<file path="src/rtl/usb_tx_crc16_append.sv">
// USB SIE transmit DATA-packet stage: forwards payload bytes to the serializer, feeds each
// byte to an external updateCRC16 engine and appends the CRC16 trailer, low byte first.
module usb_tx_crc16_append #(
   parameter bit          INVERT_CRC = 1'b1,
   parameter int unsigned GUARD_CYC  = 1
) (
   input  logic        clk,
   input  logic        rst_n,
   input  logic [7:0]  txByte,
   input  logic        txValid,
   input  logic        txLast,
   input  logic        txEmpty,
   input  logic        txAbort,
   output logic        txReady,
   output logic [7:0]  outByte,
   output logic        outValid,
   input  logic        outReady,
   output logic        crcRst,
   output logic        crcEn,
   output logic [7:0]  crcData,
   input  logic        crcReady,
   input  logic [15:0] crcResult,
   output logic        busy
);

   localparam int unsigned GW = (GUARD_CYC < 2) ? 1 : $clog2(GUARD_CYC + 1);

   typedef enum logic [2:0] {
      IDLE,
      FEED,
      WAIT_CRC,
      SEND_HI,
      CLEAR
   } state_t;

   state_t        state;
   logic [GW-1:0] guard;
   logic          out_free;
   logic          crc_ok;
   logic          accept;
   logic [15:0]   trailer;

   // A stale crcReady right after a crcEn pulse is masked by the guard counter;
   // no byte is taken while the engine is being cleared.
   assign out_free = ~outValid | outReady;
   assign crc_ok   = crcReady & (guard == '0);
   assign txReady  = ((state == IDLE) | (state == FEED)) & out_free & crc_ok & ~crcRst & ~txAbort;
   assign accept   = txValid & txReady;
   assign trailer  = INVERT_CRC ? ~crcResult : crcResult;

   always_ff @(posedge clk or negedge rst_n) begin
      if (!rst_n) begin
         state    <= IDLE;
         guard    <= '0;
         outByte  <= 8'h00;
         outValid <= 1'b0;
         crcEn    <= 1'b0;
         crcData  <= 8'h00;
         crcRst   <= 1'b1;
         busy     <= 1'b0;
      end else begin
         crcEn  <= 1'b0;
         crcRst <= 1'b0;
         if (outValid & outReady) outValid <= 1'b0;

         if (accept)              guard <= GW'(GUARD_CYC);
         else if (guard != '0)    guard <= guard - GW'(1);

         if (txAbort) begin
            outValid <= 1'b0;
            crcRst   <= 1'b1;
            busy     <= 1'b0;
            guard    <= '0;
            state    <= IDLE;
         end else begin
            case (state)
               IDLE: begin
                  if (accept) begin
                     outByte  <= txByte;
                     outValid <= 1'b1;
                     crcData  <= txByte;
                     crcEn    <= 1'b1;
                     busy     <= 1'b1;
                     state    <= txLast ? WAIT_CRC : FEED;
                  end else if (txEmpty & ~txValid) begin
                     busy  <= 1'b1;
                     state <= WAIT_CRC;
                  end
               end
               FEED: begin
                  if (accept) begin
                     outByte  <= txByte;
                     outValid <= 1'b1;
                     crcData  <= txByte;
                     crcEn    <= 1'b1;
                     if (txLast) state <= WAIT_CRC;
                  end
               end
               WAIT_CRC: begin
                  if (crc_ok & out_free) begin
                     outByte  <= trailer[7:0];
                     outValid <= 1'b1;
                     state    <= SEND_HI;
                  end
               end
               SEND_HI: begin
                  // The engine is cleared as the high byte is captured, so crcRst is high
                  // for the first cycle of CLEAR only.
                  if (out_free) begin
                     outByte  <= trailer[15:8];
                     outValid <= 1'b1;
                     crcRst   <= 1'b1;
                     state    <= CLEAR;
                  end
               end
               CLEAR: begin
                  if (out_free) begin
                     busy  <= 1'b0;
                     state <= IDLE;
                  end
               end
               default: state <= IDLE;
            endcase
         end
      end
   end

endmodule
</file>
<file path="config.mk">
export PLATFORM = sky130hd
export DESIGN_NAME = usb_tx_crc16_append
export DESIGN_NICKNAME = d
export VERILOG_FILES = /design/src/rtl/usb_tx_crc16_append.sv
export SDC_FILE = /design/constraint.sdc
export NUM_CORES = 1
export LEC_CHECK = 0
export ABC_CLOCK_PERIOD_IN_PS = 3200
export BUFFER_PORTS_ARGS = -buffer_cell sky130_fd_sc_hd__buf_2
export CAP_MARGIN = 20
export CORE_UTILIZATION = 54
export CTS_BUF_LIST = sky130_fd_sc_hd__clkbuf_2
export DETAILED_ROUTE_END_ITERATION = 12
export PLACE_DENSITY = 0.88
export SYNTH_ARGS = -nofsm -noshare
export SYNTH_HDL_FRONTEND = slang
export SYNTH_SLANG_ARGS = --single-unit
</file>
<file path="constraint.sdc">
create_clock -name clk -period 3.2 [get_ports clk]
set_clock_uncertainty 0.2 [all_clocks]
set_input_delay 0.16 -clock clk [delete_from_list [all_inputs] [get_ports clk]]
set_output_delay 0.16 -clock clk [all_outputs]
set_load 0.02 [all_outputs]
</file>
* Word-level counts from Yosys, hierarchy flattened
Cells that the tools add are included.
W data, S select, Z words.
** Storage, ports and cells
- Bits in registers :: 24
- Input port bits :: 32
- Output and inout port bits :: 21
- Logic and storage cells :: 81
** Operators by class
- Add/subtract/negate cells :: 1
- Equal/unequal tests :: 13
- Multiplexer cells :: 34
- Bitwise operators :: 17
- Reductions and logical operators :: 8
** Operators by type and width (count)
- $mux W3 :: 8
- $mux W8 :: 3
- $pmux W8 S3 :: 1
- $mux W1 :: 18
- $not A16 Y16 :: 1
- $ne A3 B3 Y1 const B :: 5
- $pmux W3 S5 :: 1
- $and A1 B1 Y1 :: 9
- $eq A3 B2 Y1 const B :: 2
- $reduce_and A3 Y1 :: 2
- $reduce_and A6 Y1 :: 1
- $reduce_bool A3 Y1 :: 2
- $not A1 Y1 :: 5
- $reduce_and A5 Y1 :: 1
- $ne A2 B2 Y1 const B :: 2
- $ne A4 B3 Y1 const B :: 1
- $eq A3 B1 Y1 const B :: 1
- $eq A3 B3 Y1 const B :: 1
- $logic_not A3 Y1 :: 1
- $pmux W1 S3 :: 1
- $mux W2 :: 1
- $ne A2 B1 Y1 const B :: 1
- $or A1 B1 Y1 :: 2
- $pmux W1 S2 :: 1
- other kinds (2) :: 2

* Longest topological paths before layout
Gate-level depths: netlist of run 1.
- Depth after elaboration :: 10
- Mapped depth :: 5
- Depth with buffers taken out :: 4

* Worst setup path before layout of run 1
OpenSTA, ideal clock, no wires.
- Path kind :: reg2reg
- Start :: reg outValid
- End :: reg outByte[0]
- Setup time :: 0.125 ns
- Arrival time :: 1.464 ns
- Required time :: 2.875 ns
- Setup slack :: 1.411 ns
- Stages on the path, launching flop included :: 6
- Buffers on the path :: 1
- Cells stage by stage :: dfrtp_1 nand2b_1 buf_4 o211ai_1 a21boi_4 mux2_2
** Between the ends
- Word-level cells in the longest chain between the ends :: 9
** Ends and longest elaborated chain
- start: declaration :: line 16 : output logic outValid,
- start signal: assignment :: line 56 : outValid <= 1'b0;
- start signal: assignment :: line 64 : if (outValid & outReady) outValid <= 1'b0;
- start signal: assignment :: line 70 : outValid <= 1'b0;
- $not A1 Y1 * :: line 45 : assign out_free = ~outValid | outReady;
- $or A1 B1 Y1 * :: line 45
- $and A1 B1 Y1 (4 in series) :: line 47 : assign txReady = ((state == IDLE) | (state == FEED)) & out_free & crc_ok & ~crcRst & ~txAbort;
- $and A1 B1 Y1 :: line 48 : assign accept = txValid & txReady;
- $ne A2 B1 Y1 (no line)
- $reduce_and A5 Y1 (no line) *
- end signal: assignment :: line 79 : outByte <= txByte;
- end signal: assignment :: line 92 : outByte <= txByte;
- end signal: assignment :: line 101 : outByte <= trailer[7:0];
- end: declaration :: line 15 : output logic [7:0] outByte,
Every way passes the cells marked *; elsewhere a longest branch is shown, timed or not.
A chain may end at the register's enable or synchronous reset.

* Final worst setup path of run 1
- Start :: reg state[1]
- End :: reg outByte[0]
** Between the ends
- Word-level cells in the longest chain between the ends :: 9
** Ends and longest elaborated chain
- start: declaration :: line 36 : state_t state;
- start signal: assignment :: line 84 : state <= txLast ? WAIT_CRC : FEED;
- $eq A3 B1 Y1 or $logic_not A3 Y1 (tied branches) :: line 47, 76
- $or A1 B1 Y1 :: line 47
- $and A1 B1 Y1 (4 in series) :: line 47
- $and A1 B1 Y1 :: line 48
- $ne A2 B1 Y1 (no line)
- $reduce_and A5 Y1 (no line)
Several ways; a longest one is shown, not always the timed one.

==> run summary, run 1 <==
status = completed
total DRC errors in the routed layout = 0
fin crit period = 2185 ps
post-CTS setup buffer count = 0
Area growth syn-to-layout = 29.92%
hold_buf cts = 12
n_diodes = 0
FP Rows = 17
Die Y = 51.70 um
# nets final = 198
clock sink count = 24
DRT antenna net count = 0
vias per inst = 5.518
period utilisation layout = 68.27%
register area share after synthesis = 45.12%
pre-CTS WS = 1037 ps
grt total ovfl = 0
Most Crowded Layer GR = met2
CP required = 3250 ps
CP Data Arrival Time = 2230 ps
Final GP Congestion = 0.9293
buffers added on ports = 52
first-pass GRT wire length = 4712 um
met1 GRT Util = 28.13%
largest net degree at the start of global routing = 25
Final HPWL DP = 2139 um
PwrDens = 605.9 mW/mm^2
vias in the first global route = 1099
grt met3 use = 4.678%
CTS Buffer Depth = 2
RSZ-0062 raised after global routing = false
CP endpoint kind = flip-flop
post-CTS sizing = 0
Syn Inst Count = 103
Cell Area, Synth = 0.001334 mm^2
die area = 0.002673 mm^2
Slew HR = 50.19%
library cells used by synthesis = 34
CP startpoint kind = flip-flop
syn_nets = 135
vias = 1065
Mean Syn Cell Area = 12.95 um^2
Horiz. Die Dim = 51.70 um
H-tree levels = 1
core region area = 0.002276 mm^2
Ports = 53
Worst Slack Setup Final = 1015 ps
Avg WL per Cell = 14.97 um
Fmax achieved = 0.4578 GHz
Post-Layout Cell Count = 193
largest fanout on the critical path = 9
clock buffer count from CTS = 3
number of cells after detailed placement = 177
HP Class = in -> reg
# setup viols final = 0
most frequent cells in the layout = buf_2 (52), mux2_2 (24), dfrtp_1 (23), dlygate4sd3_1 (12), mux2i_1 (8)
initial antenna violation count = 0
met2 usage = 45.45%
CTS tree = yes
Fin Setup TNS = 0 ps
Worst-path clk slew = 220 ps
worst-margin pin slew = 745.6 ps
1st-pass router iterations = 4
Worst R2R Setup Slack = 1020 ps
share of layout cells above drive strength 1 = 53.33%
gr usage total = 24.51%
crit path kind = reg -> reg
DR iter-0 viols = 19
clock root buffer master = clkbuf_2
Peak VDD IR = 0.0005240 V
Clock Latency Late Sink = 330 ps
Initial Util = 58.60%
Hold Vio Cnt, Final = 0
Ys Warns = 0
most common cell after layout, fill and taps aside = buf_2
Pins Over Slew Limit = 0
max_cap viols = 0
WL final = 2889 um
flops & latches, synth = 24
LEAKAGE = 0.8363 nW
## Yosys cell counts, drive strengths merged
| master | count | area (um^2) |
|---|---|---|
| a2111o | 1 | 11.26 |
| a211oi | 1 | 7.510 |
| a21boi | 1 | 18.77 |
| a21oi | 1 | 5.000 |
| a311o | 1 | 10.01 |
| a31oi | 1 | 6.260 |
| a41o | 1 | 10.01 |
| a41oi | 1 | 8.760 |
| and2 | 2 | 12.51 |
| and3 | 2 | 12.51 |
| buf | 6 | 35.03 |
| dfrtp | 23 | 575.6 |
| dfstp | 1 | 26.28 |
| inv | 4 | 15.01 |
| mux2 | 24 | 270.3 |
| mux2i | 8 | 80.08 |
| nand2 | 2 | 7.510 |
| nand2b | 2 | 12.51 |
| nand3 | 2 | 22.52 |
| nand4 | 2 | 12.51 |
| nand4b | 2 | 32.53 |
| nor2 | 3 | 11.26 |
| nor2b | 4 | 32.53 |
| nor4b | 2 | 47.55 |
| o211ai | 1 | 7.510 |
| o21ai | 1 | 5.000 |
| o21bai | 1 | 7.510 |
| o31ai | 1 | 7.510 |
| o41ai | 1 | 16.27 |
| or2 | 1 | 6.260 |
## where the power goes
group          switching, W  total (W)  internal [W]  leakage, nW
clock network     0.0000884   0.000116     0.0000272       0.0140
registers         0.0000628   0.000464      0.000401        0.297
logic              0.000257   0.000471      0.000213        0.525
## stage by stage
step | total power, W | utilization (%) | cell area (um^2) | hold WS [ps]
after floorplan | 0.0007741 | - | 1334 | -335.6
after global placement | 0.0009103 | 70.04 | 1594 | -28.58
after detailed placement | 0.0009334 | 70.04 | 1594 | -23.35
after CTS | 0.001059 | 76.14 | 1733 | 0.8175
after global routing | 0.001107 | 76.14 | 1733 | 12.96
final | 0.001050 | 76.14 | 1733 | 10.50
## registers in the layout, indices dropped and copies added, names as in the netlist
signal	cells
busy	1
crcData	8
crcEn	1
crcRst	1
guard	1
outByte	8
outValid	1
state	3
## worst max-delay path, stage by stage (launching register included)
cell	delay (ps)
dfrtp_1	560
nor2b_1	660
mux2_2	420
mux2_2	270
## area by class of cell
type                            count  area [um^2]
Clock buffer                        3        15.01
Clock inverter                      1        3.754
Fill cell                         152        543.0
Inverter                            4        15.01
Multi-Input combinational cell     69        681.9
Sequential cell                    24        601.8
Tap cell                           28        35.03
Timing Repair Buffer               64        380.4
## worst paths after layout
kind	from	endpoint	cells after the start
max in group asynchronous	rst_n	crcRst	2
hold / removal	txLast	state[0]	4
min in group asynchronous	rst_n	crcData[2]	2
setup reg to reg	state[1]	outByte[0]	3
setup / recovery	state[1]	outByte[0]	3
hold reg to reg	crcData[2]	crcData[2]	1
## logic make-up (layout without fill, tap and decap cells)
family / after synthesis / in the layout / share of synthesized area (%)
mux: 32 / 32 / 26.27
flops: 24 / 24 / 45.12
simple gates: 24 / 24 / 15.76
compound gates: 13 / 13 / 9.100
buf+inv: 10 / 72 / 3.752
## per-layer routing
metal  vias to the layer above  routed length (um)
met5                         -                   0
met4                         0                   9
met3                         2                 167
met2                        46                1498
met1                       514                1213
li1                        503                   -
Power figures use the tool's default switching activity.
==> run 2, diff against run 1 <==
==> config.mk (replaced) <==
export PLATFORM = sky130hd
export DESIGN_NAME = usb_tx_crc16_append
export DESIGN_NICKNAME = d
export VERILOG_FILES = /design/src/rtl/usb_tx_crc16_append.sv
export SDC_FILE = /design/constraint.sdc
export NUM_CORES = 1
export LEC_CHECK = 0
export ABC_CLOCK_PERIOD_IN_PS = 2200
export BUFFER_PORTS_ARGS = -buffer_cell sky130_fd_sc_hd__buf_2
export CAP_MARGIN = 20
export CORE_ASPECT_RATIO = 2
export CORE_UTILIZATION = 50
export CTS_BUF_LIST = sky130_fd_sc_hd__clkbuf_2
export DETAILED_ROUTE_END_ITERATION = 12
export PLACE_DENSITY = 0.82
export SYNTH_ARGS = -nofsm -noshare
export SYNTH_HDL_FRONTEND = slang
export SYNTH_SLANG_ARGS = --single-unit
==> constraint.sdc (replaced) <==
create_clock -name clk -period 2.2 [get_ports clk]
set_clock_uncertainty 0.2 [all_clocks]
set_input_delay 0.11 -clock clk [delete_from_list [all_inputs] [get_ports clk]]
set_output_delay 0.11 -clock clk [all_outputs]
set_load 0.02 [all_outputs]
==> run 2 against run 1 <==
Effect of this change:
- critical path depth rose by 3
- routed wire length grew 12%
- count of clock-buffer cells in the layout unchanged
- global-route usage barely moved
- non-clock buffer count rose by 5
- design area up 4.0%
- combinational power increased by 51%
- first-iteration DRC count is 42% higher
==> run summary, run 2 (same netlist as run 1, synthesis figures left out) <==
Initial Util = 52.56%
share of layout cells above drive strength 1 = 54.12%
DR iter-0 viols = 27
WL final = 3249 um
Hold Vio Cnt, Final = 0
grt total ovfl = 0
buffers added on ports = 52
Top delay family on crit path = buffers and inverters
Area growth syn-to-layout = 35.08%
post-CTS setup buffer count = 0
Horiz. Die Dim = 38.52 um
worst-margin pin slew = 531.4 ps
n_diodes = 0
CP cell instances = dlygate4sd3_1, buf_2, nand2b_1, o211ai_1, a21boi_4, mux2_2
Final GP Congestion = 0.8319
CP required = 2240 ps
Internal Power = 0.001063 W
CP Data Arrival Time = 2030 ps
CP endpoint kind = flip-flop
most frequent cells in the layout = buf_2 (52), mux2_2 (24), dfrtp_1 (23), dlygate4sd3_1 (14), mux2i_1 (8)
clock root buffer master = clkbuf_2
fin crit period = 1991 ps
sequential power share = 40.2%
Worst R2R Setup Slack = 220 ps
1st-pass router iterations = 4
clock sink count = 24
Final HPWL DP = 2433 um
CTS tree = yes
clock network fraction of total power = 17.2%
crit path kind = in -> reg
H-tree levels = 1
Clock Latency Late Sink = 340 ps
status = completed
# setup viols final = 0
gr usage total = 24.49%
Sw Share = 36.27%
# nets final = 203
Slew HR = 64.57%
Ports = 53
Peak VDD IR = 0.0006987 V
largest fanout on the critical path = 10
HP Class = in -> async
P_sw = 0.0006047 W
Fin Setup TNS = 0 ps
RR Startpoint = outValid
CP Launch Point = outReady
Worst-path clk slew = 240 ps
vias = 1099
vias in the first global route = 1163
initial antenna violation count = 0
largest net degree at the start of global routing = 25
FP Rows = 26
Die Y = 75.04 um
Avg WL per Cell = 16.41 um
vias per inst = 5.551
Worst Slack Setup Final = 208.6 ps
LEAKAGE = 0.8732 nW
Slowest-stage cell, CP = dlygate4sd3_1
total DRC errors in the routed layout = 0
CTS Buffer Depth = 2
DRT antenna net count = 0
Fmax achieved = 0.5022 GHz
top flop regs = crcData: 8 flops, outByte: 8 flops, state: 3 flops
core region area = 0.002537 mm^2
most common cell after layout, fill and taps aside = buf_2
first-pass GRT wire length = 4974 um
Pins Over Slew Limit = 0
pre-CTS WS = 247.6 ps
Crit path largest cell delay = 520 ps
PwrDens = 925.5 mW/mm^2
max_cap viols = 0
die area = 0.002891 mm^2
Gate power share = 42.6%
sum of buffers and inverters on the critical path = 2
RSZ-0062 raised after global routing = false
CP startpoint kind = input port
clock buffer count from CTS = 3
period utilisation layout = 90.52%
run 2: cell count changes in the layout (fill, tap and decap cells not counted), sizes merged:
cell / delta
buf: +3
dlygate4sd3: +2
bufinv: +1
clkinv: -1
run 2: area by class of cell:
class,instances,area [um^2]
clock inverters,1,30.03
inverters,4,15.01
well taps,28,35.03
clock buffers,3,15.01
repair buffers,69,422.9
flip-flops and latches,24,601.8
fillers,198,735.7
multi-input cells,69,681.9
run 2: final timing paths:
path                                    to  cells past startpoint
worst max-delay path            outByte[0]                      6
worst min-delay path            crcData[4]                      2
worst max register to register  outByte[0]                      4
worst min register to register  crcData[6]                      1
max in group asynchronous           crcRst                      2
min in group clk                outByte[4]                      4
run 2: power by group through the flow:
stage	Sequential, W	Combinational (W)	Clock, W
2_1_floorplan	0.000835	0.000291	0
3_3_place_gp	0.000678	0.000670	0
3_5_place_dp	0.000680	0.000694	0
4_1_cts	0.000669	0.000715	0.000293
5_1_grt	0.000688	0.000759	0.000313
6_report	0.000670	0.000711	0.000287
run 2: per-stage QoR:
stage | total power (W) | hold WS, ps | cells | util [%] | area [um^2]
after CTS | 0.001678 | 52.93 | 198 | 71.01 | 1802
after global placement | 0.001348 | -90.57 | 180 | 63.71 | 1617
after detailed placement | 0.001374 | -78.67 | 180 | 63.71 | 1617
after floorplan | 0.001126 | -385.6 | 103 | - | 1334
after global routing | 0.001760 | 45.64 | 198 | 71.01 | 1802
final | 0.001667 | 27.13 | 198 | 71.01 | 1802
run 2: metal layers:
metal  vias to the layer above  global-route usage (%)  part of all wire [%]
li1                        514                       -                     -
met1                       529                   24.27                    34
met2                        46                   46.30                    59
met3                        10                   3.245                   3.6
met4                         0                   11.88                   3.1
met5                         -                       0                     0
run 2: what timing repair did:
action,4_1_cts,5_1_grt
gates resized for setup,0,0
endpoints found under the hold margin,48,0
hold buffers,14,0
